<file path="src/rtl/fine_track_pkg.sv">
// Shared constants and state type for the fine-tracking control path.
package fine_track_pkg;

    localparam int unsigned CODE_W = 13;
    localparam int unsigned FRAC_W = 5;
    localparam int unsigned STEP_W = 4;

    typedef enum logic [1:0] {
        IDLE,
        SLEW,
        HOLD
    } fcd_state_t;

endpackage

</file>
<file path="src/rtl/fcd_dsm1.sv">
// First-order delta-sigma on the fractional code bits, with a saturating
// integer add so the oscillator bank code never wraps past full scale.
module fcd_dsm1 #(
    parameter int unsigned FRAC_W = 5,
    parameter int unsigned INT_W  = 8
) (
    input  logic              ref_clk,
    input  logic              rst,
    input  logic              en,
    input  logic              dsm_en,
    input  logic [INT_W-1:0]  int_part,
    input  logic [FRAC_W-1:0] frac_part,
    output logic [INT_W-1:0]  osc_code
);

    logic [FRAC_W-1:0] acc;
    logic [FRAC_W:0]   sum;
    logic              inc;
    logic [INT_W:0]    raw;
    logic [INT_W-1:0]  osc_next;

    always_comb begin
        sum = {1'b0, acc} + {1'b0, frac_part};
        // Dither off falls back to round-to-nearest on the fraction MSB.
        inc = dsm_en ? sum[FRAC_W] : frac_part[FRAC_W-1];
        raw = {1'b0, int_part} + {{INT_W{1'b0}}, inc};
        osc_next = raw[INT_W] ? '1 : raw[INT_W-1:0];
    end

    always_ff @(posedge ref_clk or negedge rst) begin
        if (!rst) begin
            acc      <= '0;
            osc_code <= '0;
        end else if (en) begin
            acc      <= dsm_en ? sum[FRAC_W-1:0] : '0;
            osc_code <= osc_next;
        end
    end

endmodule

</file>
<file path="src/rtl/fine_con_dsm_driver.sv">
// Slews the applied fine-control code toward the tracker/manual target and
// drives the oscillator bank through a delta-sigma fraction dither.
module fine_con_dsm_driver
    import fine_track_pkg::*;
#(
    parameter int unsigned CODE_W = fine_track_pkg::CODE_W,
    parameter int unsigned FRAC_W = fine_track_pkg::FRAC_W,
    parameter int unsigned STEP_W = fine_track_pkg::STEP_W,
    localparam int unsigned INT_W = CODE_W - FRAC_W
) (
    input  logic              ref_clk,
    input  logic              rst,
    input  logic              fftl_en,
    input  logic [CODE_W-1:0] fine_con_in,
    input  logic              fine_con_valid,
    input  logic              manual_mode,
    input  logic [CODE_W-1:0] manual_control_osc,
    input  logic [STEP_W-1:0] slew_step,
    input  logic              dsm_en,
    output logic [INT_W-1:0]  osc_code,
    output logic [CODE_W-1:0] applied_code,
    output logic              settled
);

    fcd_state_t          state;
    logic [CODE_W-1:0]   target_q;
    logic [CODE_W-1:0]   target_d;
    logic signed [CODE_W:0] diff;
    logic [CODE_W:0]     diff_mag;
    logic [CODE_W:0]     step_ext;
    logic [CODE_W-1:0]   slew_next;

    always_comb begin
        target_d = target_q;
        if (manual_mode) begin
            target_d = manual_control_osc;
        end else if (fine_con_valid) begin
            target_d = fine_con_in;
        end

        // Step is taken toward the currently registered target; a target
        // loaded on the same edge only steers the following cycle.
        diff     = $signed({1'b0, target_q}) - $signed({1'b0, applied_code});
        diff_mag = diff[CODE_W] ? $unsigned(-diff) : $unsigned(diff);
        step_ext = (CODE_W+1)'(slew_step);
        if (slew_step == '0 || diff_mag <= step_ext) begin
            slew_next = target_q;
        end else if (diff[CODE_W]) begin
            slew_next = applied_code - CODE_W'(slew_step);
        end else begin
            slew_next = applied_code + CODE_W'(slew_step);
        end
    end

    always_ff @(posedge ref_clk or negedge rst) begin
        if (!rst) begin
            state        <= IDLE;
            target_q     <= '0;
            applied_code <= '0;
            settled      <= 1'b0;
        end else if (fftl_en) begin
            target_q <= target_d;
            case (state)
                IDLE: begin
                    state   <= SLEW;
                    settled <= 1'b0;
                end
                SLEW: begin
                    applied_code <= slew_next;
                    settled      <= 1'b0;
                    // Compare against the incoming target so a coincident
                    // retarget never parks HOLD away from the real target.
                    if (slew_next == target_d) begin
                        state <= HOLD;
                    end
                end
                HOLD: begin
                    if (target_d != target_q) begin
                        state   <= SLEW;
                        settled <= 1'b0;
                    end else begin
                        settled <= 1'b1;
                    end
                end
                default: begin
                    state   <= IDLE;
                    settled <= 1'b0;
                end
            endcase
        end
    end

    fcd_dsm1 #(
        .FRAC_W(FRAC_W),
        .INT_W (INT_W)
    ) u_dsm (
        .ref_clk  (ref_clk),
        .rst      (rst),
        .en       (fftl_en),
        .dsm_en   (dsm_en),
        .int_part (applied_code[CODE_W-1:FRAC_W]),
        .frac_part(applied_code[FRAC_W-1:0]),
        .osc_code (osc_code)
    );

endmodule

</file>
<file path="config.mk">
export PLATFORM = sky130hd
export DESIGN_NAME = fine_con_dsm_driver
export DESIGN_NICKNAME = d
export VERILOG_FILES = /design/src/rtl/fine_track_pkg.sv /design/src/rtl/fcd_dsm1.sv /design/src/rtl/fine_con_dsm_driver.sv
export SDC_FILE = /design/constraint.sdc
export NUM_CORES = 1
export LEC_CHECK = 0
export BUFFER_PORTS_ARGS = -buffer_cell sky130_fd_sc_hd__buf_2
export CORE_MARGIN = 2
export CORE_UTILIZATION = 30
export DETAILED_ROUTE_END_ITERATION = 6
export PLACE_DENSITY = 0.59
export SYNTH_ARGS = -nofsm -noshare
export SYNTH_HDL_FRONTEND = slang
export SYNTH_SLANG_ARGS = --single-unit
</file>
<file path="constraint.sdc">
create_clock -name ref_clk -period 12.8 [get_ports ref_clk]
set_clock_uncertainty 0.1 [all_clocks]
set_input_delay 0.64 -clock ref_clk [delete_from_list [all_inputs] [get_ports ref_clk]]
set_output_delay 0.64 -clock ref_clk [all_outputs]
set_load 0.01 [all_outputs]
</file>
==> impl_metrics.env, run 1 <==
export IMPL_status="complete, no violations"
export IMPL_drt_wirelength_per_cell_um=17.5
export IMPL_hold_buffers=0
export IMPL_switching_share_pct=51.2
export IMPL_ys_warn_count=0
export IMPL_setup_tns_ps=0
export IMPL_cts_sinks=42
export IMPL_ys_ff_latch=42
export IMPL_hold_viol=0
export IMPL_rrSetupSlack_ps=6460
export IMPL_hold_class="reg2reg"
export IMPL_vias_per_cell=5.55
export IMPL_synth_nets=629
export IMPL_path_delay_family="compound AO/OA/AOI/OAI gates"
export IMPL_crit_path_top_delay_cell="o21bai_1"
export IMPL_relSlewSlack_pct=15.9
export IMPL_hp_start="u_dsm.osc_code[4]$_DFFE_PN0P_"
export IMPL_ys_flop_type="dfrtp_1"
export IMPL_insertion_delay_ps=290
export IMPL_r2r_end="state[0]$_DFFE_PN0P_"
export IMPL_postCtsSetupBuffers=0
export IMPL_start_kind="register"
export IMPL_p_comb_share_pct=74.6
export IMPL_core_area_mm2=0.0146
export IMPL_avgSynthCellArea_um2=8.24
export IMPL_path_clk_slew_ps=70
export IMPL_clockBufferDepth=2
export IMPL_drt_wl_total_um=13700
export IMPL_first_pass_iters=6
export IMPL_yosysSeqAreaShare_pct=23.1
export IMPL_cts_resized=0
export IMPL_rows=44
export IMPL_r2r_cells=23
export IMPL_p_sw_w=0.000832
export IMPL_nets=677
export IMPL_io_pin_count=58
export IMPL_total_leakage_power_nw=2.37
export IMPL_post_route_period_util_pct=49.5
export IMPL_htree_levels=2
export IMPL_setup_violations=0
export IMPL_drt_iter0_markers=263
export IMPL_crit_type="reg2reg"
export IMPL_power_total_w=0.00162
export IMPL_netlist_area_mm2=0.00454
export IMPL_n_antenna_cell=0
export IMPL_numCtsBuffers=5
export IMPL_die_x_um=127
export IMPL_overflow=0
export IMPL_clkPwrFrac_pct=10.6
export IMPL_ant_nets=0
export IMPL_clockRootBuffer="clkbuf_16"
export IMPL_pwr_density_cell_mw_per_mm2=314
export IMPL_r2r_start="applied_code[6]$_DFFE_PN0P_"
export IMPL_drcViolationCount=0
export IMPL_die_area_mm2=0.0161
export IMPL_grt_pass1_wl_um=22000
export IMPL_vias=4353
export IMPL_min_period_ps=6340
export IMPL_timing_final_max_slew_violations=0
export IMPL_die_h_um=127
export IMPL_crit_buf_inv=1
export IMPL_critPathArrivalTime_ps=6410
export IMPL_cts_tree="built"
export IMPL_worst_slack_ps=6460
export IMPL_hpwl_um=10800
export IMPL_port_buffer_count=57
export IMPL_cp_slowest_stage_delay_ps=990
export IMPL_p_int_w=0.000792
export IMPL_synth_edf_count=0
export IMPL_track_usage_pct=17.0
export IMPL_max_slew_worst_pin_slew_ps=1260
export IMPL_synthToLayoutAreaGrowth_pct=14.1
export IMPL_drive_gt1_share_pct=14.0
export IMPL_rsz0062_at_grt="false"
export IMPL_synth_cells=551
export IMPL_place_ws_ps=6510
export IMPL_ir_worst_vdd_mv=0.151
export IMPL_utilization_pct=35.4
export IMPL_grt_antenna_before_repair=0
export IMPL_hold_path_cell_count=1
export IMPL_start_util_pct=31.0
export IMPL_cp_required_ps=12870
export IMPL_crit_path_end_kind="register"
export IMPL_grt_max_degree=43
export IMPL_cap_violations=0
export IMPL_grt_pass1_vias=4270
export IMPL_ys_types=75
export IMPL_path_max_fanout=18
export IMPL_place_gp_congestion=0.976
export IMPL_fmax_ghz=0.158
export IMPL_cp_common_cell="a21oi_1"
export IMPL_async_flop_share_pct=100
export IMPL_worstPathCellList="inv_1 > ha_1 > a21o_1 > nand2_1 > a31oi_1 > a21oi_1 > o21bai_1 > nor2_1 > a21oi_1 > ha_1 > nor2b_1 > o21a_1 > o21a_1 > o21ai_0 > nand3_1 > a21oi_1 > o21ai_1 > a32o_1 > o21ai_1 > mux2i_1 > o211ai_1 > nor4_2 > a211oi_1"
export IMPL_cp_depth=23
export IMPL_p_seq_share_pct=14.9
export IMPL_min_to="u_dsm.osc_code[4]$_DFFE_PN0P_"
-- placed cells by master, fill, tap and decap left out, types with 4 or more instances in the layout --
cell type / n
a211oi_1: 9
a21o_1: 15
a21oi_1: 42
a31oi_1: 4
and2_1: 4
and3_1: 6
buf_2: 57
clkbuf_16: 5
dfrtp_1: 42
ha_1: 39
inv_1: 34
mux2_2: 6
mux2i_1: 25
nand2_1: 46
nand2b_1: 5
nand3_1: 15
nor2_1: 47
nor2b_1: 11
nor3_1: 8
o211ai_1: 5
o21a_1: 5
o21ai_0: 42
o21ai_1: 4
o21bai_1: 4
o22a_1: 6
o2bb2ai_1: 4
xnor2_1: 25
xor2_1: 16
-- logic make-up (layout without fill, tap and decap cells) --
kind of cell / Yosys count / after routing / share of synthesized area (%)
and+or+nand+nor: 165 / 165 / 18.0
AOI/OAI and AO/OA: 178 / 178 / 26.9
muxes: 32 / 32 / 7.25
adders and majority gates: 42 / 42 / 12.1
DFF: 42 / 42 / 23.1
buffers and inverters: 51 / 100 / 4.66
xor gates and xnor gates: 41 / 41 / 7.91
-- power by group through the flow --
stage | clock network, W | registers, W | logic, W
finish | 0.000172 | 0.000241 | 0.00121
floorplan | 0 | 0.000239 | 0.000901
detailed placement | 0 | 0.000242 | 0.00119
global placement | 0 | 0.000240 | 0.00116
CTS | 0.000175 | 0.000241 | 0.00120
global route | 0.000179 | 0.000249 | 0.00135
-- worst max path at each step --
stage	startpoint	slack, ps	endpoint
2_1_floorplan	applied_code[6]$_DFFE_PN0P_	7590	state[0]$_DFFE_PN0P_
3_3_place_gp	applied_code[6]$_DFFE_PN0P_	6760	state[0]$_DFFE_PN0P_
3_5_place_dp	applied_code[6]$_DFFE_PN0P_	6510	state[0]$_DFFE_PN0P_
4_1_cts	applied_code[6]$_DFFE_PN0P_	6490	state[0]$_DFFE_PN0P_
5_1_grt	applied_code[6]$_DFFE_PN0P_	5840	state[0]$_DFFE_PN0P_
6_report	applied_code[6]$_DFFE_PN0P_	6460	state[0]$_DFFE_PN0P_
-- per-layer routing --
layer | GRT usage (%) | part of all wire (%)
met1 | 21.2 | 44
met2 | 30.6 | 49
met3 | 1.76 | 3.7
met4 | 6.33 | 2.9
met5 | 0 | 0
-- sequential cells by signal, indices dropped and copies added, names as in the netlist --
signal / cells
applied_code: 13
settled: 1
state: 2
target_q: 13
u_dsm.acc: 5
u_dsm.osc_code: 8
-- cells in the mapped netlist (2+ instances only) --
library cell  number  share of area, %
a31oi_1            4              0.55
nor3b_1            3              0.50
nand2_1           46               3.8
and3b_1            2              0.39
a41o_1             2              0.44
a41oi_1            2              0.39
and3_1             6              0.83
nor2b_1           11               1.5
fa_1               3               1.3
o211ai_1           5              0.83
o21a_1             5              0.83
o2bb2ai_1          4              0.77
or2_2              2              0.28
mux2_2             6               1.5
buf_6              2              0.50
and2_1             4              0.55
xor2_1            16               3.1
and4_1             3              0.58
a21oi_1           42               4.6
a21o_1            15               2.5
nor3_1             8              0.88
nor2_1            47               3.9
inv_1             34               2.8
mux2i_1           25               5.5
o22ai_1            2              0.28
nand3_1           15               1.7
nand2b_1           5              0.69
dfrtp_1           42                23
ha_1              39                11
nand4_1            2              0.28
xnor2_1           25               4.8
a311oi_1           2              0.39
o21ai_1            4              0.44
buf_2              4              0.44
o21ai_0           42               4.6
o21bai_1           4              0.66
o22a_1             6               1.2
a211oi_1           9               1.5
a32o_1             2              0.44
o2111ai_1          3              0.58
clkbuf_1          10              0.83
a22oi_1            2              0.33
or3_1              3              0.41
o31ai_1            2              0.33
-- layout make-up --
class                      instances  area (um2)
fill                            1524        9470
multi-input combinational        458        3280
sequential                        42        1050
timing repair buffer              58         293
tap                              184         230
clock buffer                       6         139
inverter                          34         128
clock inverter                     2        60.1
-- through the flow --
stage	hold WS [ps]	area (um2)	cells
6_report	389	5180	784
3_5_place_dp	382	4980	776
3_3_place_gp	381	4980	776
2_1_floorplan	244	4540	551
4_1_cts	395	5180	784
5_1_grt	421	5180	784
Power figures use the tool's default switching activity.
==> inputs of run 2 (changes only) <==
==> constraint.sdc (replaced) <==
create_clock -name ref_clk -period 5.9 [get_ports ref_clk]
set_clock_uncertainty 0.1 [all_clocks]
set_input_delay 0.295 -clock ref_clk [delete_from_list [all_inputs] [get_ports ref_clk]]
set_output_delay 0.295 -clock ref_clk [all_outputs]
set_load 0.01 [all_outputs]
==> run 2 against run 1 <==
Effect of this change: core utilization rose by 0.15 points; combinational power grew 120%; non-clock buffer count grew 8; critical path depth unchanged; count of clock-buffer cells in the layout unchanged; first-iteration DRC count is 18% higher; via count shrank 0.44%; critical path type unchanged; largest cell class unchanged.
==> impl_metrics.env, run 2 (synthesis results as in run 1) <==
export IMPL_status="complete, no violations"
export IMPL_r2r_cells=23
export IMPL_timing_final_max_slew_violations=0
export IMPL_grt_pass1_wl_um=22000
export IMPL_drive_gt1_share_pct=15.5
export IMPL_ir_worst_vdd_mv=0.276
export IMPL_final_common_cell="buf_2"
export IMPL_vias_per_cell=5.47
export IMPL_cts_tree="built"
export IMPL_use_met2_pct=29.3
export IMPL_placed_area_mm2=0.00504
export IMPL_pwr_density_cell_mw_per_mm2=659
export IMPL_io_pin_count=58
export IMPL_crit_type="reg2reg"
export IMPL_path_clk_slew_ps=60
export IMPL_max_slew_worst_pin_slew_ps=1030
export IMPL_r2r_end="state[0]$_DFFE_PN0P_"
export IMPL_place_gp_congestion=0.950
export IMPL_ant_nets=0
export IMPL_rrSetupSlack_ps=450
export IMPL_die_x_um=127
export IMPL_track_usage_pct=17.1
export IMPL_hold_buffers=0
export IMPL_postCtsSetupBuffers=0
export IMPL_grt_use_met1_pct=22.8
export IMPL_cp_required_ps=6000
export IMPL_hpwl_um=10800
export IMPL_overflow=0
export IMPL_clockBufferDepth=2
export IMPL_setup_violations=0
export IMPL_min_period_ps=5450
export IMPL_critPathArrivalTime_ps=5550
export IMPL_busiest_layer="met2"
export IMPL_numCtsBuffers=5
export IMPL_crit_path_end_kind="register"
export IMPL_grt_pass1_vias=4140
export IMPL_insertion_delay_ps=290
export IMPL_hold_ws_ps=87.5
export IMPL_first_pass_iters=5
export IMPL_met3_usage_pct=1.34
export IMPL_drt_wl_total_um=13700
export IMPL_nets=685
export IMPL_die_area_mm2=0.0161
export IMPL_path_max_fanout=11
export IMPL_htree_levels=2
export IMPL_n_antenna_cell=0
export IMPL_hold_class="in2async"
export IMPL_cap_violations=0
export IMPL_cts_resized=0
export IMPL_fmax_ghz=0.183
export IMPL_rows=44
export IMPL_core_area_mm2=0.0146
export IMPL_die_h_um=127
export IMPL_design_area_mm2=0.00520
export IMPL_drcViolationCount=0
export IMPL_cts_sinks=42
export IMPL_start_kind="register"
export IMPL_hold_viol=0
export IMPL_start_util_pct=31.0
export IMPL_utilization_pct=35.5
export IMPL_grt_max_degree=43
export IMPL_drt_wirelength_per_cell_um=17.4
export IMPL_r2r_start="applied_code[6]$_DFFE_PN0P_"
export IMPL_total_leakage_power_nw=2.39
export IMPL_clockRootBuffer="clkbuf_16"
export IMPL_grt_antenna_before_repair=0
export IMPL_top_regs="applied_code: 13 flops, target_q: 13 flops, u_dsm.osc_code: 8 flops"
export IMPL_port_buffer_count=57
export IMPL_drt_iter0_markers=311
export IMPL_relSlewSlack_pct=31.1
export IMPL_post_route_period_util_pct=92.4
export IMPL_vias=4334
export IMPL_synthToLayoutAreaGrowth_pct=14.5
export IMPL_final_cell_mix="buf_2, nor2_1, nand2_1"
run 2: cell count changes in the layout (fill, tap and decap cells not counted), sizes merged:
cell      previous run  this run
clkinv               0         1
bufinv               2         0
clkinvlp             0         1
buf                 58        66
run 2: report_power, final:
| group | internal, W | leakage (nW) | switching, W |
|---|---|---|---|
| sequential | 0.000387 | 0.508 | 0.000116 |
| clock | 0.000168 | 0.0729 | 0.000119 |
| combinational | 0.00109 | 1.81 | 0.00155 |
| total | 0.00165 | 2.39 | 0.00178 |
run 2: layer usage:
layer	wire, um	part of all wire [%]
met5	0	0
met3	487	3.5
met4	452	3.3
met2	6530	48
met1	6270	46
run 2: worst max-delay path, cell delays in order, from the launching register on:
cell      delay (ps)
dfrtp_1          440
inv_1             80
ha_1             410
a21o_1           150
nand2_1          130
a31oi_2          300
a21oi_1          120
o21bai_2         360
buf_4            260
nor2_1            70
xnor2_1          130
ha_1             300
o21a_1           120
o21a_1            90
o21ai_0          140
and4_1           250
o21ai_1          220
a32oi_2          130
a21oi_2          420
buf_4            280
mux2_1           360
o211ai_2         160
nor4_2            80
a211oi_1         240
run 2: stage by stage:
step | TNS [ps] | worst slack (ps) | total power (W) | cells
2_1_floorplan | 0 | 691 | 0.00247 | 551
3_3_place_gp | 0 | 322 | 0.00305 | 784
3_5_place_dp | 0 | 159 | 0.00309 | 784
4_1_cts | 0 | 109 | 0.00340 | 792
5_1_grt | -20.0 | -20.0 | 0.00376 | 792
6_report | 0 | 448 | 0.00343 | 792
run 2: how the worst max path moves through the flow:
stage	to	slack, ps	start
6_report	state[0]$_DFFE_PN0P_	450	applied_code[6]$_DFFE_PN0P_
5_1_grt	state[0]$_DFFE_PN0P_	-20	applied_code[6]$_DFFE_PN0P_
4_1_cts	state[0]$_DFFE_PN0P_	110	applied_code[6]$_DFFE_PN0P_
3_5_place_dp	state[0]$_DFFE_PN0P_	160	applied_code[6]$_DFFE_PN0P_
3_3_place_gp	state[0]$_DFFE_PN0P_	320	applied_code[6]$_DFFE_PN0P_
2_1_floorplan	state[0]$_DFFE_PN0P_	690	applied_code[6]$_DFFE_PN0P_
run 2: final cells by class:
type / instances / area (um2)
fill: 1491 / 9440
multi-input combinational: 458 / 3290
sequential: 42 / 1050
timing repair buffer: 66 / 353
tap: 184 / 230
clock buffer: 6 / 139
inverter: 34 / 128
clock inverter: 2 / 12.5
==> inputs of run 3 (changes only) <==
--- a/config.mk
+++ b/config.mk
@@ -5,7 +5,7 @@
 export SDC_FILE = /design/constraint.sdc
 export NUM_CORES = 1
 export LEC_CHECK = 0
-export BUFFER_PORTS_ARGS = -buffer_cell sky130_fd_sc_hd__buf_2
+export BUFFER_PORTS_ARGS = -buffer_cell sky130_fd_sc_hd__buf_4
 export CORE_MARGIN = 2
 export CORE_UTILIZATION = 30
 export DETAILED_ROUTE_END_ITERATION = 6
==> run 3 against run 2 <==
Effect of this change: count of clock-buffer cells in the layout fell by 1; routed wire length increased by 3.3%; register-to-register slack better by 20 ps; via count rose by 2.5%; global-route usage is 0.79 points higher; core utilization rose by 1.0 points; clock power is essentially flat; sequential share of layout area down 0.57 points; critical path depth unchanged; highest routed layer unchanged.
==> impl_metrics.env, run 3 (synthesis results as in run 1) <==
export IMPL_vias=4441
export IMPL_drt_wl_total_um=14200
export IMPL_design_area_mm2=0.00535
export IMPL_min_to="u_dsm.acc[1]$_DFFE_PN0P_"
export IMPL_total_leakage_power_nw=2.43
export IMPL_hpwl_um=11100
export IMPL_critPathArrivalTime_ps=5540
export IMPL_min_period_ps=5440
export IMPL_drt_iter0_markers=257
export IMPL_crit_path_end_kind="register"
export IMPL_drt_wirelength_per_cell_um=17.9
export IMPL_setup_tns_ps=0
export IMPL_pwr_density_cell_mw_per_mm2=654
export IMPL_timing_final_max_slew_violations=0
export IMPL_io_pin_count=58
export IMPL_final_common_cell="buf_4"
export IMPL_r2r_end="state[0]$_DFFE_PN0P_"
export IMPL_grt_pass1_vias=4388
export IMPL_status="complete, no violations"
export IMPL_drcViolationCount=0
export IMPL_ant_nets=0
export IMPL_numCtsBuffers=5
export IMPL_rows=44
export IMPL_start_kind="register"
export IMPL_place_gp_congestion=0.955
export IMPL_cp_required_ps=6010
export IMPL_cap_violations=0
export IMPL_vias_per_cell=5.61
export IMPL_final_cell_mix="buf_4, nor2_1, nand2_1"
export IMPL_grt_antenna_before_repair=0
export IMPL_power_total_w=0.00350
export IMPL_first_pass_iters=5
export IMPL_die_h_um=127
export IMPL_grt_max_degree=43
export IMPL_die_area_mm2=0.0161
export IMPL_port_buffer_count=57
export IMPL_synthToLayoutAreaGrowth_pct=17.9
export IMPL_n_antenna_cell=0
export IMPL_postCtsSetupBuffers=0
export IMPL_hold_path_cell_count=3
export IMPL_hp_start="dsm_en"
export IMPL_insertion_delay_ps=300
export IMPL_hold_ws_ps=189
export IMPL_ir_worst_vdd_mv=0.313
export IMPL_hold_viol=0
export IMPL_fmax_ghz=0.184
export IMPL_top_regs="applied_code: 13 flops, target_q: 13 flops, u_dsm.osc_code: 8 flops"
export IMPL_rrSetupSlack_ps=460
export IMPL_placed_area_mm2=0.00517
export IMPL_cts_tree="built"
export IMPL_path_clk_slew_ps=70
export IMPL_path_max_fanout=11
export IMPL_setup_violations=0
export IMPL_core_area_mm2=0.0146
export IMPL_rsz0062_at_grt="false"
export IMPL_track_usage_pct=17.9
export IMPL_grt_pass1_wl_um=23200
export IMPL_nets=685
export IMPL_crit_type="reg2reg"
export IMPL_post_route_period_util_pct=92.2
export IMPL_htree_levels=2
export IMPL_clockRootBuffer="clkbuf_16"
export IMPL_hold_class="in2reg"
export IMPL_relSlewSlack_pct=38.5
export IMPL_clockBufferDepth=2
export IMPL_r2r_start="applied_code[4]$_DFFE_PN0P_"
export IMPL_die_x_um=127
export IMPL_start_util_pct=31.0
export IMPL_drive_gt1_share_pct=15.3
export IMPL_r2r_cells=23
export IMPL_max_slew_worst_pin_slew_ps=923
export IMPL_cts_sinks=42
export IMPL_overflow=0
[run 3: how the worst max path moves through the flow]
stage / startpoint / end
global placement: applied_code[6]$_DFFE_PN0P_ / state[0]$_DFFE_PN0P_
finish: applied_code[4]$_DFFE_PN0P_ / state[0]$_DFFE_PN0P_
CTS: applied_code[6]$_DFFE_PN0P_ / state[0]$_DFFE_PN0P_
global route: applied_code[4]$_DFFE_PN0P_ / state[0]$_DFFE_PN0P_
detailed placement: applied_code[6]$_DFFE_PN0P_ / state[0]$_DFFE_PN0P_
floorplan: applied_code[6]$_DFFE_PN0P_ / state[0]$_DFFE_PN0P_
[run 3: report_power, final]
group          switching [W]  total (W)  internal [W]  leakage [nW]
Combinational        0.00156    0.00270       0.00114          1.86
Sequential          0.000123   0.000510      0.000387         0.508
Clock               0.000131   0.000290      0.000159        0.0664
Total                0.00182    0.00350       0.00168          2.43
[run 3: area by class of cell]
type	count	area, um2
Clock inverter	3	23.8
Multi-Input combinational cell	458	3300
Timing Repair Buffer	66	498
Fill cell	1512	9290
Inverter	34	128
Sequential cell	42	1050
Tap cell	184	230
Clock buffer	5	125
[run 3: timing repair]
item,CTS,global route
setup endpoints to repair,0,3
hold buffers,1,0
hold endpoints to repair,42,0
gates resized for setup,0,3
[run 3: worst max-delay path, cell delays in order (launching register included)]
cell and delay [ps]:
dfrtp_1 420, inv_1 110, ha_1 440, a21o_1 250
a31oi_4 230, nand4_4 150, a21oi_1 270, o21bai_4 180
nor2_1 140, a21oi_1 90, fa_1 460, a21o_1 170
a21oi_1 260, o21ai_0 210, a211oi_1 240, o21bai_1 120
a41oi_1 250, xnor2_1 220, xnor2_1 190, nor2_1 70
mux2_1 300, o211ai_2 160, nor4_2 80, a211oi_1 240
[run 3: per-stage QoR]
step           cells  utilization (%)  worst slack (ps)
2_1_floorplan    551                -               691
3_3_place_gp     783             35.3               293
3_5_place_dp     783             35.3              94.7
4_1_cts          792             36.4              54.5
5_1_grt          792             36.5              71.9
6_report         792             36.5               463
[run 3: routing by layer]
layer / GRT usage (%) / wire length [um] / up-vias
li1: - / - / 2133
met1: 23.1 / 6260 / 2147
met2: 30.4 / 6820 / 127
met3: 2.14 / 561 / 34
met4: 7.56 / 550 / 0
met5: 0 / 0 / -
